[config.mk]
export PLATFORM = sky130hd
export DESIGN_NAME = alu_pipe_flat
export DESIGN_NICKNAME = d
export VERILOG_FILES = /design/src/rtl/alu_pipe_if.sv /design/src/rtl/alu_pipe.sv /design/src/flat_wrapper.sv
export SDC_FILE = /design/constraint.sdc
export NUM_CORES = 1
export LEC_CHECK = 0
export BUFFER_PORTS_ARGS = -buffer_cell sky130_fd_sc_hd__buf_2
export CAP_MARGIN = 5
export CORE_UTILIZATION = 55
export DETAILED_ROUTE_END_ITERATION = 8
export PLACE_DENSITY = 0.77
export SYNTH_ARGS = -nofsm -noshare
export SYNTH_HDL_FRONTEND = slang
export SYNTH_SLANG_ARGS = --single-unit
[constraint.sdc]
create_clock -name clk -period 6.5 [get_ports clk]
set_input_delay 0.975 -clock clk [delete_from_list [all_inputs] [get_ports clk]]
set_output_delay 0.975 -clock clk [all_outputs]
set_load 0.02 [all_outputs]
[src/rtl/alu_pipe_if.sv]
// Handshake and data bundle between the decoder, alu_pipe and writeback.
// The master modport is the decoder/writeback side; the slave modport is the ALU.
interface alu_pipe_if #(
  parameter int WIDTH = 32
);
  logic             in_valid;
  logic             in_ready;
  logic [WIDTH-1:0] decoder_operand0;
  logic [WIDTH-1:0] decoder_operand1;
  logic [WIDTH-1:0] mem_wr_data;
  logic [1:0]       sel;
  logic [3:0]       operation;
  logic             update_flags;
  logic             use_flags;
  logic             clear_q;
  logic             out_valid;
  logic             out_ready;
  logic [WIDTH-1:0] alu_op;
  logic [3:0]       flags;
  logic             q_flag;

  modport master (
    output in_valid, decoder_operand0, decoder_operand1, mem_wr_data, sel,
           operation, update_flags, use_flags, clear_q, out_ready,
    input  in_ready, out_valid, alu_op, flags, q_flag
  );

  modport slave (
    input  in_valid, decoder_operand0, decoder_operand1, mem_wr_data, sel,
           operation, update_flags, use_flags, clear_q, out_ready,
    output in_ready, out_valid, alu_op, flags, q_flag
  );
endinterface

[src/rtl/alu_pipe.sv]
// Two-stage pipelined ALU: S1 holds the accepted op, S2 computes and presents the
// result together with registered NZCV flags, sticky Q and last-result forwarding.
module alu_pipe #(
  parameter int WIDTH  = 32,
  parameter bit SAT_EN = 1'b1
) (
  input  logic      clk,
  input  logic      rst,
  alu_pipe_if.slave bus
);

  localparam logic [WIDTH-1:0] SAT_POS = {1'b0, {(WIDTH-1){1'b1}}};
  localparam logic [WIDTH-1:0] SAT_NEG = {1'b1, {(WIDTH-1){1'b0}}};
  localparam logic [WIDTH-1:0] ZERO    = {WIDTH{1'b0}};

  logic             s1_valid_r;
  logic [WIDTH-1:0] s1_op0_r;
  logic [WIDTH-1:0] s1_op1_r;
  logic [WIDTH-1:0] s1_mem_r;
  logic [1:0]       s1_sel_r;
  logic [3:0]       s1_operation_r;
  logic             s1_upd_r;
  logic             s1_use_r;

  logic             out_valid_r;
  logic [WIDTH-1:0] alu_op_r;
  logic [WIDTH-1:0] last_result_r;
  logic [3:0]       flags_r;
  logic             q_r;

  logic             s1_adv_s;
  logic             in_ready_s;
  logic             in_xfer_s;
  logic [WIDTH-1:0] b_s;
  logic [WIDTH-1:0] b_eff_s;
  logic [WIDTH:0]   sum_s;
  logic             is_sub_s;
  logic             cin_s;
  logic             ovf_s;
  logic             sat_s;
  logic [WIDTH-1:0] result_s;
  logic [3:0]       flags_next_s;

  assign s1_adv_s   = s1_valid_r && (!out_valid_r || bus.out_ready);
  assign in_ready_s = !s1_valid_r || s1_adv_s;
  assign in_xfer_s  = bus.in_valid && in_ready_s;

  assign bus.in_ready  = in_ready_s;
  assign bus.out_valid = out_valid_r;
  assign bus.alu_op    = alu_op_r;
  assign bus.flags     = flags_r;
  assign bus.q_flag    = q_r;

  // Operand-1 source mux; sel 01 forwards the most recently computed result.
  always_comb begin
    b_s = s1_op1_r;
    case (s1_sel_r)
      2'b01:   b_s = last_result_r;
      2'b10:   b_s = s1_mem_r;
      default: b_s = s1_op1_r;
    endcase
  end

  // Shared WIDTH+1 adder: subtracts are a + ~b + cin, so the carry out is NOT borrow.
  always_comb begin
    is_sub_s = 1'b0;
    cin_s    = 1'b0;
    case (s1_operation_r)
      4'b0101, 4'b1001, 4'b1011: begin
        is_sub_s = 1'b1;
        cin_s    = 1'b1;
      end
      4'b0110: begin
        is_sub_s = 1'b0;
        cin_s    = s1_use_r ? flags_r[1] : 1'b0;
      end
      4'b0111: begin
        is_sub_s = 1'b1;
        cin_s    = s1_use_r ? flags_r[1] : 1'b1;
      end
      default: begin
        is_sub_s = 1'b0;
        cin_s    = 1'b0;
      end
    endcase
    b_eff_s = is_sub_s ? ~b_s : b_s;
    sum_s   = {1'b0, s1_op0_r} + {1'b0, b_eff_s} + {ZERO, cin_s};
    ovf_s   = (s1_op0_r[WIDTH-1] == b_eff_s[WIDTH-1]) &&
              (sum_s[WIDTH-1] != s1_op0_r[WIDTH-1]);
  end

  // Result select, saturation and next flag value.
  always_comb begin
    result_s = ZERO;
    sat_s    = 1'b0;
    case (s1_operation_r)
      4'b0000: result_s = s1_op0_r & b_s;
      4'b0001: result_s = s1_op0_r | b_s;
      4'b0010: result_s = s1_op0_r ^ b_s;
      4'b0011: result_s = ~b_s;
      4'b1010: result_s = b_s;
      4'b0100, 4'b0101, 4'b0110, 4'b0111, 4'b1011: result_s = sum_s[WIDTH-1:0];
      4'b1000, 4'b1001: begin
        // Positive overflow is only possible when operand 0 is non-negative.
        if (SAT_EN && ovf_s) begin
          result_s = s1_op0_r[WIDTH-1] ? SAT_NEG : SAT_POS;
          sat_s    = 1'b1;
        end else begin
          result_s = sum_s[WIDTH-1:0];
        end
      end
      default: result_s = ZERO;
    endcase

    flags_next_s = flags_r;
    if (s1_upd_r) begin
      case (s1_operation_r)
        4'b0000, 4'b0001, 4'b0010, 4'b0011, 4'b1010:
          flags_next_s[3:2] = {result_s[WIDTH-1], (result_s == ZERO)};
        4'b0100, 4'b0101, 4'b0110, 4'b0111, 4'b1000, 4'b1001, 4'b1011:
          flags_next_s = {result_s[WIDTH-1], (result_s == ZERO), sum_s[WIDTH], ovf_s};
        default: flags_next_s = flags_r;
      endcase
    end else begin
      flags_next_s = flags_r;
    end
  end

  // S1 register: captures on input transfer, empties when it advances without refill.
  always_ff @(posedge clk or posedge rst) begin
    if (rst) begin
      s1_valid_r     <= 1'b0;
      s1_op0_r       <= ZERO;
      s1_op1_r       <= ZERO;
      s1_mem_r       <= ZERO;
      s1_sel_r       <= 2'b00;
      s1_operation_r <= 4'b0000;
      s1_upd_r       <= 1'b0;
      s1_use_r       <= 1'b0;
    end else if (in_xfer_s) begin
      s1_valid_r     <= 1'b1;
      s1_op0_r       <= bus.decoder_operand0;
      s1_op1_r       <= bus.decoder_operand1;
      s1_mem_r       <= bus.mem_wr_data;
      s1_sel_r       <= bus.sel;
      s1_operation_r <= bus.operation;
      s1_upd_r       <= bus.update_flags;
      s1_use_r       <= bus.use_flags;
    end else if (s1_adv_s) begin
      s1_valid_r     <= 1'b0;
    end
  end

  // S2 register: result, forwarding copy and flags load together on advance.
  always_ff @(posedge clk or posedge rst) begin
    if (rst) begin
      out_valid_r   <= 1'b0;
      alu_op_r      <= ZERO;
      last_result_r <= ZERO;
      flags_r       <= 4'b0000;
    end else if (s1_adv_s) begin
      out_valid_r   <= 1'b1;
      alu_op_r      <= result_s;
      last_result_r <= result_s;
      flags_r       <= flags_next_s;
    end else if (bus.out_ready) begin
      out_valid_r   <= 1'b0;
    end
  end

  // Sticky saturation flag; a clamp on the same edge wins over clear_q.
  always_ff @(posedge clk or posedge rst) begin
    if (rst) begin
      q_r <= 1'b0;
    end else if (s1_adv_s && sat_s) begin
      q_r <= 1'b1;
    end else if (bus.clear_q) begin
      q_r <= 1'b0;
    end
  end

endmodule

[src/flat_wrapper.sv]
// flat-port wrapper written by rule: the top's interface ports become plain ports
module alu_pipe_flat 
#(
  parameter int WIDTH  = 32,
  parameter bit SAT_EN = 1'b1
)
  (clk, rst, bus_in_valid, bus_decoder_operand0, bus_decoder_operand1, bus_mem_wr_data, bus_sel, bus_operation, bus_update_flags, bus_use_flags, bus_clear_q, bus_out_ready, bus_in_ready, bus_out_valid, bus_alu_op, bus_flags, bus_q_flag);
  alu_pipe_if #(.WIDTH(WIDTH)) bus_i ();
  input  logic clk;
  input  logic rst;
  input wire logic [$bits(bus_i.in_valid)-1:0] bus_in_valid;
  input wire logic [$bits(bus_i.decoder_operand0)-1:0] bus_decoder_operand0;
  input wire logic [$bits(bus_i.decoder_operand1)-1:0] bus_decoder_operand1;
  input wire logic [$bits(bus_i.mem_wr_data)-1:0] bus_mem_wr_data;
  input wire logic [$bits(bus_i.sel)-1:0] bus_sel;
  input wire logic [$bits(bus_i.operation)-1:0] bus_operation;
  input wire logic [$bits(bus_i.update_flags)-1:0] bus_update_flags;
  input wire logic [$bits(bus_i.use_flags)-1:0] bus_use_flags;
  input wire logic [$bits(bus_i.clear_q)-1:0] bus_clear_q;
  input wire logic [$bits(bus_i.out_ready)-1:0] bus_out_ready;
  output wire logic [$bits(bus_i.in_ready)-1:0] bus_in_ready;
  output wire logic [$bits(bus_i.out_valid)-1:0] bus_out_valid;
  output wire logic [$bits(bus_i.alu_op)-1:0] bus_alu_op;
  output wire logic [$bits(bus_i.flags)-1:0] bus_flags;
  output wire logic [$bits(bus_i.q_flag)-1:0] bus_q_flag;
  assign bus_i.in_valid = bus_in_valid;
  assign bus_i.decoder_operand0 = bus_decoder_operand0;
  assign bus_i.decoder_operand1 = bus_decoder_operand1;
  assign bus_i.mem_wr_data = bus_mem_wr_data;
  assign bus_i.sel = bus_sel;
  assign bus_i.operation = bus_operation;
  assign bus_i.update_flags = bus_update_flags;
  assign bus_i.use_flags = bus_use_flags;
  assign bus_i.clear_q = bus_clear_q;
  assign bus_i.out_ready = bus_out_ready;
  assign bus_in_ready = bus_i.in_ready;
  assign bus_out_valid = bus_i.out_valid;
  assign bus_alu_op = bus_i.alu_op;
  assign bus_flags = bus_i.flags;
  assign bus_q_flag = bus_i.q_flag;
  alu_pipe #(.WIDTH(WIDTH), .SAT_EN(SAT_EN)) u_core (.clk(clk), .rst(rst), .bus(bus_i));
endmodule
After elaboration in Yosys (flattened, before gate mapping). Index checks and enable logic that the tools add are counted.

Logic and storage cells: 72. Memory bits (read-only): 0. Bits in writable memories: 0. Memories: 0. Register bits: 143. Latch bits: 0.

Div/mod/pow operators: 0. Shifts and indexed selects: 0. Multiplexer cells: 17. Multipliers: 0. Bitwise operators: 4. Reductions and logical operators: 21. Equality and inequality tests: 15. Magnitude comparators: 0. Add/subtract/negate cells: 2.

Operators by type and width (count): one-hot mux 32 bit (7 select lines) (1); 2-to-1 mux 32 bit (3); one-hot mux 32 bit (2 select lines) (1); adder 32 x 32 -> 33 bit (1); adder 33 x 1 -> 33 bit (1); bitwise AND 32 bit (1); logical NOT 32 bit (1); inverter 32 bit (1); bitwise OR 32 bit (1); XOR 32 bit (1); equality test 4 x 3 -> 1 bit, second input constant (4); equality test 4 bit, second input constant (4); OR reduction 12 bit (1); 2-to-1 mux 1 bit (11); equality test 4 x 2 -> 1 bit, second input constant (2); OR reduction 7 bit (1); AND reduction 3 bit (2); nonzero test 2 bit (3); OR reduction 5 bit (1); equality test 4 x 1 -> 1 bit, second input constant (1); logical AND 1 bit (4); logical NOT 4 bit (1); OR reduction 4 bit (1); one-hot mux 1 bit (3 select lines) (1); 8 further kinds (10).

Longest topological paths before layout. Gate-level depths: netlist of the first run.

Word-level depth: 12. Gate-level depth with buffers: 21. Mapped depth without buffers: 17.

Least setup slack after synthesis of the first run. No wires, ideal clock.

Path kind: reg-to-reg. Start: reg u_core.s1_operation_r[3]. End: reg u_core.flags_r[2] (netlist: u_core.bus.flags[2]). Path slack: 1778 ps. Period minus slack after synthesis: 4722 ps. Setup time: 67 ps. Arrival time: 4655 ps. Cell stages (with the launch flop): 19. Data required time: 6433 ps. Cell sequence: dfrtp_1 -> buf_6 -> nor2b_4 -> buf_6 -> o21ai_1 -> clkbuf_1 -> xnor2_1 -> fa_1 -> fa_1 -> nor2b_1 -> o31a_1 -> o21a_1 -> a311o_1 -> xor2_1 -> a2111oi_0 -> nand2_1 -> or4_1 -> nor4_1 -> a32o_1.

Cells in the longest elaborated chain, start to end: 11.

Ends and longest elaborated chain: from (decl) (RTL line alu_pipe.sv:21) `logic [3:0] s1_operation_r;`; from (signal assigned) (RTL line alu_pipe.sv:146) `s1_operation_r <= bus.operation;`; equality test 4 x 3 -> 1 bit or equality test 4 bit (tied branches) (RTL line alu_pipe.sv:68, alu_pipe.sv:96, alu_pipe.sv:117); OR reduction 4 bit (no line); 2-to-1 mux 1 bit (RTL line alu_pipe.sv:68) `case (s1_operation_r)`; 2-to-1 mux 32 bit (RTL line alu_pipe.sv:86) `b_eff_s = is_sub_s ? ~b_s : b_s;`; adder 32 x 32 -> 33 bit (RTL line alu_pipe.sv:87) `sum_s = {1'b0, s1_op0_r} + {1'b0, b_eff_s} + {ZERO, cin_s};`; adder 33 x 1 -> 33 bit (RTL line alu_pipe.sv:87); != test 1 bit (RTL line alu_pipe.sv:89) `(sum_s[WIDTH-1] != s1_op0_r[WIDTH-1]);`; logical AND 1 bit (RTL line alu_pipe.sv:88) `ovf_s = (s1_op0_r[WIDTH-1] == b_eff_s[WIDTH-1]) &&`; 2-to-1 mux 32 bit (RTL line alu_pipe.sv:105) `if (SAT_EN && ovf_s) begin`; one-hot mux 32 bit (7 select lines) (RTL line alu_pipe.sv:96) `case (s1_operation_r)`; logical NOT 32 bit (RTL line alu_pipe.sv:119, alu_pipe.sv:121); to (signal assigned) (RTL line alu_pipe.sv:165) `flags_r <= flags_next_s;`; to (decl) (RTL line alu_pipe.sv:28) `logic [3:0] flags_r;`.

Several ways; a longest one is shown, not always the timed one. A chain may end at the register's enable or synchronous reset.

Worst setup path after layout of the first run.
Start: reg u_core.s1_sel_r[0]. End: reg u_core.flags_r[2] (netlist: u_core.bus.flags[2]).

Cells in the longest elaborated chain, start to end: 11.

Ends and longest elaborated chain: from (decl) (RTL line alu_pipe.sv:20) `logic [1:0] s1_sel_r;`; from (signal assigned) (RTL line alu_pipe.sv:145) `s1_sel_r <= bus.sel;`; equality test 2 bit or equality test 2 x 1 -> 1 bit (tied branches) (RTL line alu_pipe.sv:57) `case (s1_sel_r)`; one-hot mux 32 bit (2 select lines) (*) (RTL line alu_pipe.sv:57); inverter 32 bit (RTL line alu_pipe.sv:86, alu_pipe.sv:100); 2-to-1 mux 32 bit (RTL line alu_pipe.sv:86); adder 32 x 32 -> 33 bit (RTL line alu_pipe.sv:87); adder 33 x 1 -> 33 bit (RTL line alu_pipe.sv:87); != test 1 bit (RTL line alu_pipe.sv:89); logical AND 1 bit (RTL line alu_pipe.sv:88); 2-to-1 mux 32 bit (RTL line alu_pipe.sv:105); one-hot mux 32 bit (7 select lines) (*) (RTL line alu_pipe.sv:96); logical NOT 32 bit (*) (RTL line alu_pipe.sv:119, alu_pipe.sv:121).

Mark *: on every way between the ends. The rest lies on a longest branch, timed or not.

==> impl_metrics.yaml, run 1 <==
clock_tree:
  path_clk_slew_ns: 0.07
  cts-htree-levels: 4
  cts_setup_buffers: 0
  ctsLongestPathBuffers: 2
  numCtsBuffers: 17
  cts_tree: "yes"
  clockRootBuffer: "clkbuf_16"
  cts_hold_buffers: 0
  clock_sinks: 143
  post_cts_resized: 0
  clock_latency_ns: 0.44
global_route:
  track_usage_pct: 34.01
  antenna_found_initial: 1
  grt_pass1_wl_um: 50860
  grt_pass1_vias: 9180
  grt_overflow_total: 0
  grt_max_degree: 74
hold_path:
  hold_path_class: "reg2reg"
floorplanning:
  fp.dieH_um: 140.6
  dieArea_um2: 19770
  core_area_um2: 18770
  start_util_pct: 56.30
  die_w_um: 140.6
  pin_count: 148
  rows: 50
synth:
  synth-simple-area-share_pct: 10.66
  postSynthCellCount: 1123
  synth-adder-area-share_pct: 11.87
  synthFlopType: "dfrtp_1"
  yosys-mux-area-fraction_pct: 12.07
  synth_top_family_by_area: "compound AO/OA/AOI/OAI gates"
  ys_warn_count: 0
  syn_nets: 1331
  synth_compound_area_share_pct: 21.09
  synth.distinct_cells: 73
  async_flop_share_pct: 100.0
  synth_xor_area_share_pct: 4.642
  ys_seq_elements: 143
  synth_edf_count: 0
  synthesis.area_um2: 10570
  syn_area_per_cell_um2: 9.409
  synth-seq-area-share_pct: 33.87
detailed_routing:
  ant_nets: 0
  via_count: 9534
  wl_per_cell_um: 22.39
  drt_iter0_markers: 909
  viasPerCell: 6.412
  first_pass_iters: 5
  drt-total-wl_um: 33300
  drc: 0
timing:
  clock_skew_ns: 0.01222
  fin_crit_ns: 5.363
  worst_slew_margin_rel_pct: 29.70
  finalHoldViolations: 0
  min_period_over_period_pct: 82.51
  drv_slew: 0
  max_slew.worst_pin.slew_ns: 1.051
  max_freq_mhz: 186.5
  fin_tns_setup_ns: 0
  holdWs_ns: 0.5018
  rsz0062_at_grt: "no"
  setup_viol: 0
critical_path:
  path_cells: "inv_1 > ha_1 > buf_4 > a221o_1 > o21ai_2 > xnor2_1 > fa_1 > fa_1 > nor2b_1 > o31a_1 > o21a_1 > a311o_1 > xor2_1 > a2111oi_0 > buf_4 > nand2_1 > or4_1 > nor4_1 > a32o_1"
  crit_required_ns: 6.87
  crit_path_end_kind: "flop"
  cp_max_fo: 44
  cp-start-kind: "flop"
  cpMaxStageDelayCell: "or4_1"
  worstPathArrival_ns: 5.73
  rrSetupSlack_ns: 1.14
  cpPeakStageDelay_ns: 0.48
  critPathKind: "reg2reg"
flow_run:
  drv_cap: 0
power:
  leakage_uw: 0.005767
  power_density_nw_per_um2: 450.1
  peakVddDrop_mv: 0.2391
  total_power_uw: 5448
placed_design:
  gp_congestion: 0.9558
  port_buffers: 147
  dpl.hpwl_um: 24670
layout:
  area_delta_synth_final_pct: 14.57
  multiInputGateArea_um2: 6405
  diodes: 0
  finalNetCount: 1448
  fillers: 1539
  final_cell_mix: "147 x buf_2, 143 x dfrtp_1, 105 x mux2_2"
  final_common_cell: "buf_2"
  seq_area_um2: 3578
  layout-drive-gt1-share_pct: 25.86
run_status:
  outcome: "finished, final reports clean"
## metal layers
layer / track usage [%] / up-vias / part of all wire, %
met4: 19.34 / 2 / 5.1
met5: 0 / - / 0.039
li1: - / 4344 / -
met1: 43.96 / 4654 / 42
met3: 5.537 / 94 / 6.5
met2: 54.33 / 440 / 46
## stage by stage
| stage | util [%] | area (um^2) | worst slack [ns] | std cells |
|---|---|---|---|---|
| floorplan | - | 10570 | 1.687 | 1123 |
| global placement | 61.06 | 11460 | 1.356 | 1455 |
| detailed placement | 61.06 | 11460 | 1.315 | 1455 |
| finish | 64.50 | 12110 | 1.137 | 1487 |
| global route | 64.50 | 12110 | 0.7461 | 1487 |
| CTS | 64.50 | 12110 | 1.234 | 1487 |
## Yosys cell counts (22+ instances only)
master,number,area (um^2)
dfrtp_1,143,3578
mux2_2,105,1182
ha_1,97,1214
nand2_1,85,319.1
inv_1,77,289.0
a21oi_1,66,330.3
o21ai_0,62,310.3
nor2_1,56,210.2
clkbuf_1,43,161.4
xor2_1,29,254.0
xnor2_1,27,236.5
o21ai_1,25,125.1
a221o_1,22,220.2
## flip-flops by register name, indices dropped and copies added, names as in the netlist
signal                 count
u_core.bus.alu_op         32
u_core.bus.flags           4
u_core.bus.out_valid       1
u_core.bus.q_flag          1
u_core.s1_mem_r           32
u_core.s1_op0_r           32
u_core.s1_op1_r           32
u_core.s1_operation_r      4
u_core.s1_sel_r            2
u_core.s1_upd_r            1
u_core.s1_use_r            1
u_core.s1_valid_r          1
## critical path, delay by kind of cell, from the launching register on
kind / cells / cell delay, ns
adder cells (fa/ha/maj): 3 / 1.19
buffers and inverters: 3 / 0.68
AND/OR/NAND/NOR: 4 / 1.02
AO/OA/AOI/OAI: 7 / 1.78
XOR/XNOR: 2 / 0.26
flip-flops: 1 / 0.37
## where the power goes
| group | leakage [uW] | switching, uW | internal [uW] | total (uW) |
|---|---|---|---|---|
| Sequential | 0.00172 | 204 | 1080 | 1280 |
| Combinational | 0.00374 | 1920 | 1150 | 3070 |
| Clock | 0.000313 | 434 | 664 | 1100 |
## cells by family (layout without fill, tap and decap cells)
kind of cell	after synthesis	after routing
AO/OA/AOI/OAI	327	327
buffers and inverters	148	278
flip-flops	143	143
multiplexers	113	113
XOR/XNOR	56	56
adder cells (fa/ha/maj)	99	99
AND/OR/NAND/NOR	237	237
## final timing paths
path,end,depth (start not counted),from
worst max-delay path,u_core.bus.flags[2],19,u_core.s1_sel_r[0]
worst min-delay path,u_core.s1_op1_r[5],1,u_core.s1_op1_r[5]
worst max register to register,u_core.bus.flags[2],19,u_core.s1_sel_r[0]
worst min register to register,u_core.s1_op1_r[5],1,u_core.s1_op1_r[5]
max in group asynchronous,u_core.s1_op0_r[8],3,rst
min in group asynchronous,u_core.s1_mem_r[21],2,rst
## cell type report
cell class | count | share of cell area [%]
clock buffers | 19 | 3.659
clock inverters | 13 | 1.674
inverters | 80 | 2.522
multi-input cells | 832 | 52.91
flip-flops and latches | 143 | 29.56
well taps | 234 | 2.419
repair buffers | 166 | 7.256
Note: power is estimated with default switching activity, not from simulation.
==> run 2: changes to the inputs <==
clock period = 5.19 ns   (was 6.5 ns; I/O delays follow)
==> run 2 against run 1 <==
Net effect: hold slack worse by 0.015 ns; power up 27%; routed wire length up 1.6%; combinational power up 33%; flip-flop and latch count unchanged; register-to-register slack worse by 0.95 ns; first-iteration DRC count up 11%; via count up 1.7%; setup slack worse by 0.95 ns; core utilization up 1.6 points; clock skew up 0.0058 ns; clock-buffer cell count down 2.
==> impl_metrics.yaml, run 2 (synthesis gave the netlist of run 1 again) <==
critical_path:
  crit_required_ns: 5.57
  r2r_cells: 18
  worstPathArrival_ns: 5.38
  rrSetupSlack_ns: 0.19
  path_cells: "inv_1 > ha_1 > buf_12 > a221o_1 > o21ai_2 > xnor2_1 > fa_1 > fa_1 > nor2b_1 > o31a_1 > o21a_1 > a311o_1 > xor2_1 > a2111oi_2 > nand2_1 > or4_1 > nor4_1 > a32o_1"
  r2r_start: "u_core.s1_sel_r[0]"
  worst_path_most_repeated_cell: "fa_1"
  cpMaxStageDelayCell: "or4_1"
  critPathKind: "reg2reg"
  crit_family: "compound AO/OA/AOI/OAI gates"
  cp_max_fo: 27
  crit_path_end_kind: "flop"
  cp-start-kind: "flop"
  cp.buffers_inverters: 2
  rr_endpoint: "u_core.bus.flags[2]"
  cpPeakStageDelay_ns: 0.51
timing:
  fin_ws_ns: 0.1883
  max_freq_mhz: 199.9
  fin_tns_setup_ns: 0
  max_slew.worst_pin.slew_ns: 1.081
  setup_viol: 0
  worst_slew_margin_rel_pct: 27.35
  rsz0062_at_grt: "yes"
  fin_crit_ns: 5.002
  clock_skew_ns: 0.01802
  drv_slew: 0
  min_period_over_period_pct: 96.37
  finalHoldViolations: 0
floorplanning:
  fp.dieH_um: 140.6
  start_util_pct: 56.30
  core_area_um2: 18770
  pin_count: 148
  rows: 50
  dieArea_um2: 19770
  die_w_um: 140.6
detailed_routing:
  viasPerCell: 6.359
  wl_per_cell_um: 22.19
  ant_nets: 0
  first_pass_iters: 5
  drt-total-wl_um: 33840
  drt_iter0_markers: 1005
  drc: 0
  via_count: 9698
clock_tree:
  path_clk_slew_ns: 0.08
  ctsLongestPathBuffers: 2
  clockRootBuffer: "clkbuf_16"
  cts_tree: "yes"
  clock_latency_ns: 0.44
  numCtsBuffers: 17
  cts_hold_buffers: 0
  clock_sinks: 143
  cts-htree-levels: 4
global_route:
  grt_pass1_vias: 9268
  grt_pass1_wl_um: 51960
  track_usage_pct: 34.62
  antenna_found_initial: 0
  grt_max_degree: 114
  grt_overflow_total: 0
run_status:
  outcome: "finished, final reports clean"
layout:
  final_cells: 1525
  finalNetCount: 1486
  area_delta_synth_final_pct: 17.35
  utilization_pct: 66.07
  multiInputGateArea_um2: 6441
  seq_area_um2: 3578
  final_common_cell: "buf_2"
  fillers: 1589
  final_cell_mix: "147 x buf_2, 143 x dfrtp_1, 105 x mux2_2"
  layout-drive-gt1-share_pct: 28.81
  diodes: 0
placed_design:
  gp_congestion: 0.9793
  dpl.hpwl_um: 25120
  pre_cts_ws_ns: 0.1380
  post-place-cells: 1484
  port_buffers: 147
power:
  p_sw_share_pct: 47.99
  power_density_nw_per_um2: 556.6
  p_seq_share_pct: 23.1
  p_switching_uw: 3312
  leakage_uw: 0.005935
  combPwrFrac_pct: 59.3
  p_int_uw: 3589
  total_power_uw: 6901
  peakVddDrop_mv: 0.3031
  pwr-share-clk_pct: 17.6
hold_path:
  hold_path_class: "reg2reg"
  hold_path_end: "u_core.bus.flags[3]"
  min_from: "u_core.bus.flags[3]"
  holdPathStages: 2
flow_run:
  drv_cap: 0
run 2: changes by cell type in the layout (fill, tap and decap cells not counted), sizes merged:
cell      delta
clkinvlp     +1
bufinv       -4
clkbuf       -2
inv          +5
buf         +38
run 2: how the worst max path moves through the flow:
stage | from | endpoint | slack, ns | cells after the start
after global routing | u_core.s1_sel_r[0] | u_core.bus.alu_op[30] | -0.07 | 17
final | u_core.s1_sel_r[0] | u_core.bus.flags[2] | 0.19 | 18
after detailed placement | u_core.s1_sel_r[0] | u_core.bus.flags[2] | 0.14 | 19
after floorplan | u_core.s1_operation_r[3] | u_core.bus.flags[2] | 0.47 | 18
after CTS | u_core.s1_sel_r[0] | u_core.bus.flags[2] | 0.1 | 18
after global placement | u_core.s1_sel_r[0] | u_core.bus.flags[2] | 0.27 | 18
run 2: tightest hold or removal path: cells and delay by family (launching register included):
kind / cells / cell delay (ns)
AOI/OAI and AO/OA: 1 / 0.06
DFF: 1 / 0.35
and+or+nand+nor: 1 / 0.05
run 2: layout make-up:
class                           count  share of cell area (%)
Clock buffer                       17                   3.431
Clock inverter                     15                   1.150
Inverter                           80                   2.462
Multi-Input combinational cell    832                   51.95
Sequential cell                   143                   28.86
Tap cell                          234                   2.361
Timing Repair Buffer              204                   9.788
run 2: power by group through the flow:
stage	registers [uW]	logic [uW]	clock network, uW
finish	1590	4090	1210
global route	1620	4420	1270
CTS	1590	3940	1230
detailed placement	1600	3900	0
global placement	1600	3870	0
floorplan	1650	2570	0
run 2: metrics by stage:
stage / hold WS (ns) / cell area, um^2
floorplan: 0.4711 / 10570
global placement: 0.4612 / 11730
detailed placement: 0.4733 / 11730
CTS: 0.4870 / 12300
global route: 0.5201 / 12400
finish: 0.4872 / 12400
run 2: what timing repair did:
item / 4_1_cts / 5_1_grt
setup buffers: 0 / 9
hold endpoints to repair: 0 / 0
setup endpoints to repair: 0 / 2
resized for setup: 0 / 14
run 2: per-layer routing:
layer  vias to the layer above  GRT usage [%]  part of all wire [%]
li1                       4417              -                     -
met1                      4690          44.80                    41
met2                       489          55.28                    46
met3                       102          5.605                   7.5
met4                         0          19.68                   5.4
met5                         -              0                     0
==> run 3: changes to the inputs <==
CELL_PAD_IN_SITES_DETAIL_PLACEMENT = 0   (was not set)
CELL_PAD_IN_SITES_GLOBAL_PLACEMENT = 1   (was not set)
CORE_UTILIZATION = 45   (was 55)
PLACE_DENSITY = not set   (was 0.77)
PLACE_DENSITY_LB_ADDON = 0.1   (was not set)
==> run 3 against run 2 <==
Net effect: hold slack improved by 0.018 ns; via count is 3.0% lower; setup slack improved by 0.071 ns; register-to-register slack improved by 0.07 ns; clock-buffer cell count unchanged; sequential share of layout area down 0.39 points; final cell count rose by 5.4%; clock skew rose by 0.0031 ns; sequential power about the same; fmax increased by 1.4%; die area increased by 22%; flip-flop and latch count unchanged.
==> impl_metrics.yaml, run 3 (synthesis gave the netlist of run 1 again) <==
power:
  power_density_nw_per_um2: 560.3
  p_int_uw: 3664
  peakVddDrop_mv: 0.2171
  pwr-share-clk_pct: 18.1
  p_switching_uw: 3378
  combPwrFrac_pct: 59.1
  p_seq_share_pct: 22.7
  p_sw_share_pct: 47.97
  leakage_uw: 0.005973
detailed_routing:
  drt-total-wl_um: 35640
  drc: 0
  viasPerCell: 5.856
  ant_nets: 0
  via_count: 9411
  drt_iter0_markers: 765
  wl_per_cell_um: 22.18
  first_pass_iters: 7
timing:
  max_slew.worst_pin.slew_ns: 0.9508
  drv_slew: 0
  setup_viol: 0
  fin_ws_ns: 0.2591
  fin_crit_ns: 4.931
  max_freq_mhz: 202.8
  clock_skew_ns: 0.02110
  fin_tns_setup_ns: 0
  worst_slew_margin_rel_pct: 36.62
  rsz0062_at_grt: "no"
  min_period_over_period_pct: 95.01
  finalHoldViolations: 0
global_route:
  grt_pass1_wl_um: 54880
  grt_max_degree: 99
  track_usage_pct: 30.38
  grt_pass1_vias: 9196
  antenna_found_initial: 0
  grt_overflow_total: 0
layout:
  finalNetCount: 1489
  final_cells: 1607
  area_delta_synth_final_pct: 18.95
  layout-drive-gt1-share_pct: 28.90
  fillers: 2096
  diodes: 0
  multiInputGateArea_um2: 6452
  final_common_cell: "buf_2"
  final_cell_mix: "147 x buf_2, 143 x dfrtp_1, 105 x mux2_2"
  seq_area_um2: 3578
  final_area_um2: 12570
clock_tree:
  numCtsBuffers: 17
  cts_hold_buffers: 0
  clockRootBuffer: "clkbuf_16"
  path_clk_slew_ns: 0.07
  clock_latency_ns: 0.45
  clock_sinks: 143
  cts-htree-levels: 4
  cts_tree: "yes"
  ctsLongestPathBuffers: 2
floorplanning:
  dieArea_um2: 24100
  fp.dieH_um: 155.2
  pin_count: 148
  core_area_um2: 22850
  die_w_um: 155.2
  start_util_pct: 46.25
  rows: 55
critical_path:
  r2r_cells: 19
  worstPathArrival_ns: 5.30
  path_cells: "inv_1 > ha_1 > buf_12 > a221o_1 > o21ai_2 > xnor2_1 > fa_1 > fa_1 > nor2b_1 > o31a_1 > o21a_1 > buf_4 > o211ai_1 > nand3_1 > xor2_1 > o41ai_1 > o2111ai_1 > nor4_1 > a32o_1"
  critPathKind: "reg2reg"
  cp-start-kind: "flop"
  worst_path_most_repeated_cell: "fa_1"
  cpMaxStageDelayCell: "o41ai_1"
  crit_required_ns: 5.56
  r2r_start: "u_core.s1_sel_r[0]"
  cpPeakStageDelay_ns: 0.71
  crit_path_end_kind: "flop"
  rrSetupSlack_ns: 0.26
  cp_max_fo: 44
  startpoint: "u_core.s1_sel_r[0]"
placed_design:
  post-place-cells: 1566
  dpl.hpwl_um: 27040
  pre_cts_ws_ns: 0.1635
  port_buffers: 147
  post_dp_cell_area_um2: 11870
  gp_congestion: 0.9430
hold_path:
  min_from: "u_core.bus.alu_op[22]"
  holdPathStages: 1
  hold_path_class: "reg2reg"
run_status:
  outcome: "finished, final reports clean"
flow_run:
  drv_cap: 0
-- run 3: worst paths after layout --
kind                                              end
worst max-delay path              u_core.bus.flags[2]
worst min-delay path            u_core.bus.alu_op[22]
worst max register to register    u_core.bus.flags[2]
worst min register to register  u_core.bus.alu_op[22]
max in group asynchronous         u_core.s1_op0_r[11]
min in group asynchronous         u_core.s1_op1_r[29]
-- run 3: power groups by stage --
stage               Combinational [uW]  Sequential, uW  Clock [uW]
CTS                               4070            1600        1300
global placement                  4060            1610           0
floorplan                         2570            1650           0
global route                      4520            1630        1340
finish                            4160            1600        1280
detailed placement                4040            1610           0
-- run 3: per-stage QoR --
stage          hold slack, ns  total power (uW)  utilization [%]
2_1_floorplan          0.4711              4218                -
3_3_place_gp           0.4827              5674            51.96
3_5_place_dp           0.4916              5656            51.96
4_1_cts                0.5077              6965            54.55
5_1_grt                0.5246              7489            55.01
6_report               0.5052              7042            55.01
-- run 3: metal layers --
layer | share of wire (%) | global-route usage, %
met4 | 3.0 | 10.08
met3 | 4.9 | 3.733
met5 | 0 | 0
met1 | 44 | 40.92
met2 | 48 | 50.60
-- run 3: cell type report --
| cell class | count | area share, % |
|---|---|---|
| timing repair buffer | 207 | 9.935 |
| inverter | 80 | 2.429 |
| clock buffer | 17 | 3.385 |
| multi-input combinational | 832 | 51.34 |
| sequential | 143 | 28.47 |
| tap | 313 | 3.116 |
| clock inverter | 15 | 1.324 |
-- run 3: repair_timing --
action / in CTS / in global routing
buffers inserted: 0 / 9
gates resized for setup: 0 / 14
setup endpoints to repair: 0 / 2
-- run 3: worst max-delay path: cells and delay by family (launching register included) --
kind,cells,cell delay [ns]
and+or+nand+nor,3,0.64
DFF,1,0.36
adders and majority gates,3,1.21
xor gates and xnor gates,2,0.28
AOI/OAI and AO/OA,8,1.97
buffers and inverters,3,0.38
